==> src/rtl/decode_ctrl2.sv <==
// ALU control bit 2 decoder: selects between decoder, address, MOV and INC/DEC sources, one registered cycle.
// Optional address-mode decode enabled by macro DECODE_CTRL2_ADDR_MODE_EN; no backpressure, outputs update every cycle.
module decode_ctrl2 #(
   parameter logic OUT_RST_VAL = 1'b0
) (
   input  logic       clk,
   input  logic       rst,
   input  logic       Ctrl2,
   input  logic       INTERNAL_MOV,
   input  logic       ADDRESS_MODE,
   input  logic       INTERNAL_INC_DEC,
   input  logic       INTERNAL_DEC,
   output logic       Ctrl2_out,
   output logic [1:0] mode,
   output logic       err
);

   localparam logic [1:0] MODE_NORMAL = 2'b00;
   localparam logic [1:0] MODE_ADDR   = 2'b01;
   localparam logic [1:0] MODE_MOV    = 2'b10;
   localparam logic [1:0] MODE_INCDEC = 2'b11;

   logic       w_incdec_sel;
   logic       w_mov_sel;
   logic       w_addr_sel;
   logic       w_ctrl2_nxt;
   logic [1:0] w_mode_nxt;
   logic       w_err_nxt;

   logic       r_ctrl2_out;
   logic [1:0] r_mode;
   logic       r_err;

   assign w_incdec_sel = ~INTERNAL_INC_DEC;
   assign w_mov_sel    = ~INTERNAL_MOV;

`ifdef DECODE_CTRL2_ADDR_MODE_EN
   assign w_addr_sel = ~ADDRESS_MODE;
`else
   // Address requests fall through to the normal decode when the feature is off.
   assign w_addr_sel = 1'b0 & ~ADDRESS_MODE;
`endif

   // A decrement request without an active INC/DEC sequence is flagged but not decoded.
   assign w_err_nxt = INTERNAL_INC_DEC & ~INTERNAL_DEC;

   always_comb begin
      w_ctrl2_nxt = Ctrl2;
      w_mode_nxt  = MODE_NORMAL;
      if (w_incdec_sel) begin
         w_ctrl2_nxt = ~INTERNAL_DEC;
         w_mode_nxt  = MODE_INCDEC;
      end else if (w_mov_sel) begin
         w_ctrl2_nxt = 1'b0;
         w_mode_nxt  = MODE_MOV;
      end else if (w_addr_sel) begin
         w_ctrl2_nxt = 1'b0;
         w_mode_nxt  = MODE_ADDR;
      end
   end

   always_ff @(posedge clk) begin
      if (rst) begin
         r_ctrl2_out <= OUT_RST_VAL;
         r_mode      <= MODE_NORMAL;
         r_err       <= 1'b0;
      end else begin
         r_ctrl2_out <= w_ctrl2_nxt;
         r_mode      <= w_mode_nxt;
         r_err       <= w_err_nxt;
      end
   end

   assign Ctrl2_out = r_ctrl2_out;
   assign mode      = r_mode;
   assign err       = r_err;

endmodule

==> config.mk <==
export PLATFORM = sky130hd
export DESIGN_NAME = decode_ctrl2
export DESIGN_NICKNAME = d
export VERILOG_FILES = /design/src/rtl/decode_ctrl2.sv
export SDC_FILE = /design/constraint.sdc
export NUM_CORES = 1
export LEC_CHECK = 0
export ABC_AREA = 0
export CAP_MARGIN = 20
export CELL_PAD_IN_SITES_DETAIL_PLACEMENT = 1
export CELL_PAD_IN_SITES_GLOBAL_PLACEMENT = 2
export CORE_AREA = 2 2 39 41
export CTS_CLUSTER_DIAMETER = 40
export DETAILED_ROUTE_END_ITERATION = 12
export DIE_AREA = 0 0 41 43
export HOLD_SLACK_MARGIN = 0.12
export PLACE_DENSITY = 0.47
export SLEW_MARGIN = 20
export SYNTH_ARGS = -nofsm -noshare
export SYNTH_HDL_FRONTEND = slang
export SYNTH_SLANG_ARGS = --single-unit
==> constraint.sdc <==
create_clock -name clk -period 0.8 [get_ports clk]
set_input_delay 0.12 -clock clk [delete_from_list [all_inputs] [get_ports clk]]
set_output_delay 0.12 -clock clk [all_outputs]
set_load 0.01 [all_outputs]
# --- After elaboration in Yosys (flattened, before gate mapping) ---
# Cells that the tools add are included.
totals:
  wordCells: 9
  register_bits: 4
  input_bits: 7
classes:
  mux: 4
  n_bitwise: 2
op_table:
  columns: ["op", "count"]
  rows:
  - ["$mux 2", 2]
  - ["$mux 1", 2]
  - ["$and 1x1->1", 1]
  - ["$not 1->1", 1]

# --- Logic depth before layout (Yosys ltp) ---
logic_depth:
  depth_word: 2
  ltp_mapped: 2

# --- Least setup slack after synthesis ---
# Ideal clock, no wire load.
synth_timing:
  path_kind: "in2reg"
  from: "input INTERNAL_INC_DEC"
  to: "register r_ctrl2_out (netlist: Ctrl2_out)"
  stages: 2
  arrival_ps: 435
  setup_slack_ps: 299
  path_buffers: 0
  setup_ps: 66
  required_ps: 734
  path_cell_list: "or2_1 > a21oi_2"
synth_between:
  elab_chain_cells: 1
synth_rtl:
  columns: ["item", "line", "source"]
  rows:
  - ["from (decl)", "11", "input logic INTERNAL_INC_DEC,"]
  - ["$mux 1", "50", "if (w_incdec_sel) begin"]
  - ["to (signal assigned)", "68", "r_ctrl2_out <= w_ctrl2_nxt;"]
  - ["to (decl)", "30", "logic r_ctrl2_out;"]
# No other way between the ends.
# A chain may end at the register's enable or synchronous reset.

# --- Worst setup path after layout ---
layout_timing:
  from: "register r_ctrl2_out (netlist: Ctrl2_out)"
  to: "output Ctrl2_out"
layout_lines:
  columns: ["item", "line", "source"]
  rows:
  - ["to (decl)", "13", "output logic Ctrl2_out,"]
# No word-level cell between the ends.

==> summary.md <==
| Metric | Value |
|---|---|
| Critical-path maximum fanout | 1 |
| Site Rows | 14 |
| Status | completed |
| Max-cap violations | 0 |
| ANT cells | 0 |
| Gr usage total | 4.71% |
| CTS Buffer Depth | 2 |
| Pre-CTS WS | -201 ps |
| Die area | between 1500 and 2000 um^2 |
| Synth Area per Inst | ~12 um^2 |
| Post-synthesis cell type count | 7 |
| Initial antenna violation count | 0 |
| Port Buffers | 9 |
| Worst setup margin | 38.5 ps |
| Largest family of logic cells by synthesized area | simple AND/OR/NAND/NOR gates |
| Worst path top cell family by delay | flip-flops |
| Synthesized area | between 100 and 150 um^2 |
| Element type at the critical path end | output port |
| Actual slew at the worst max-slew pin | roughly 180 ps |
| Final Cell Area | approximately 240 um^2 |
| Mux cell area share after synthesis | 0% |
| Worst path max stage delay | 280 ps |
| DPL Wire Length | around 210 um |
| Final hold viol count | 0 |
| Hold_buf cts | 0 |
| CTS tree | yes |
| H-tree levels | 1 |
| Adder-cell share of the synthesized area | 0% |
| Worst min path class | in -> reg |
| Simple-gate area share of the yosys netlist | between 10% and 20% |
| Vias in the first global route | a little over 100 |
| Antenna Violating Nets Remaining | 0 |
| Grt ovf | 0 |
| Crit path launch type | flop |
| #FFs+latches synth | 4 |
| Arrival @ worst endpoint | about 640 ps |
| Syn Nets | 17 |
| Leading cell types in the layout, fill and taps excluded | clkdlybuf4s50_1 (5), dfxtp_1 (4), buf_2 (4), clkbuf_4 (3) |
| Fill cells | ~170 |
| Clock Sinks | 4 |
| Die height | around 43 um |
| Total CTS buffers | 3 |
| Avg Vias per Cell | 3.03 |
| Initial core utilization | 8.41% |
| Unrepaired setup endpoints after global routing | true |
| Final setup viols | 0 |
| Area grow syn2layout | 103% |
| # DRC | 0 |
| Origin of the worst setup path | Ctrl2_out |
| CP Buf/Inv Count | 1 |
| Total Power | roughly 520 uW |
| Die width | 41 um |
| Post-synthesis compound-gate area fraction | 11.8% |
| Number of I/O pins | 11 |
| Final GP Congestion | around 0.57 |
| Root Driver | clkbuf_4 |
| Max stage delay cell, worst path | dfxtp_1 |
| Fin crit share | between 90% and 100% |
| Final nets | 32 |
| Req. time, crit path | ~680 ps |
| Kind of critical path | reg -> out |
| Core box area | between 1000 and 1500 um^2 |
| Final Max Tran Viols | 0 |
| Total wire length | between 200 and 300 um |
| HP Start | INTERNAL_DEC |
| Pin count of the biggest net entering global routing | 5 |
| Worst rel slew slack | 87.8% |
| DR vias | 118 |
| Leakage | 0.000100 uW |
| VDD IR max | ~350 uV |
| Global-route wire length before repair | just over 400 um |
| CTS clk-pin slew, worst paths | ~40 ps |
| Most common cell after layout, fill and taps aside | clkdlybuf4s50_1 |
| DP Area | around 230 um^2 |
| Synthesized instance count | 10 |
| Xor/xnor share of the synthesized area | 0% |
| Final Critical Period | between 700 and 800 ps |
| YS warnings | 0 |
| Register area share after synthesis | between 60% and 70% |
| Drt pass-1 iters | 2 |
| Pwr/cell area | approximately 2200 nW/um^2 |
| Initial DRC count | 5 |
| CP Cell Sequence | buf_2 |
| Share of cells above drive strength 1 | 39.1% |
| Avg WL per Cell | ~7.2 um |
| Fmax | roughly 1.3 GHz |
Yosys cell counts:
master   count  area [um^2]
nor3b_1      1         7.51
nand3_1      1         5.00
or2_1        1         6.26
dfxtp_1      4         80.1
nor2_1       1         3.75
a21oi_2      1         8.76
a21oi_1      1         5.00
flip-flops by register name, indices dropped and copies added (netlist names):
signal,count
Ctrl2_out,1
err,1
mode,2
logic make-up (layout without fill, tap and decap cells):
group | after synthesis | in the layout
buf+inv | 0 | 13
compound gates | 2 | 2
flops | 4 | 4
simple gates | 4 | 4
routing by layer:
metal	up-vias	GRT usage (%)	share of wire, %
met2	10	2.81	29
met3	2	7.85	27
met5	-	0	0
met4	0	6.00	2.8
met1	43	4.49	41
li1	63	-	-
final timing paths:
path	end	slack, ps	cells after the start
worst max-delay path	Ctrl2_out	40	1
worst min-delay path	err	470	2
cell type report:
class / count / area (um^2) / share of cell area (%)
multi-input combinational: 6 / 36.3 / 15.3
tap: 16 / 20.0 / 8.47
timing repair buffer: 10 / 77.6 / 32.8
clock buffer: 3 / 22.5 / 9.52
sequential: 4 / 80.1 / 33.9
power by group:
part,total [uW],switching (uW),internal (uW)
combinational,60.5,22.9,37.6
sequential,213,1.87,211
clock,244,76.7,167
total,518,101,416
repair_timing:
action	CTS	global route
endpoints found under the setup margin	4	2
pin swaps	0	0
resized for setup	16	0
buffers inserted	0	0
through the flow:
stage          hold slack, ps  instances  TNS, ps  utilization [%]
2_1_floorplan             182         10        0                -
3_3_place_gp              697         36    -1010             16.9
3_5_place_dp              709         36    -1090             16.9
4_1_cts                   459         39        0             17.1
5_1_grt                   467         39    -12.6             17.1
6_report                  470         39        0             17.1
No activity file was read; power rests on OpenSTA's default activity.
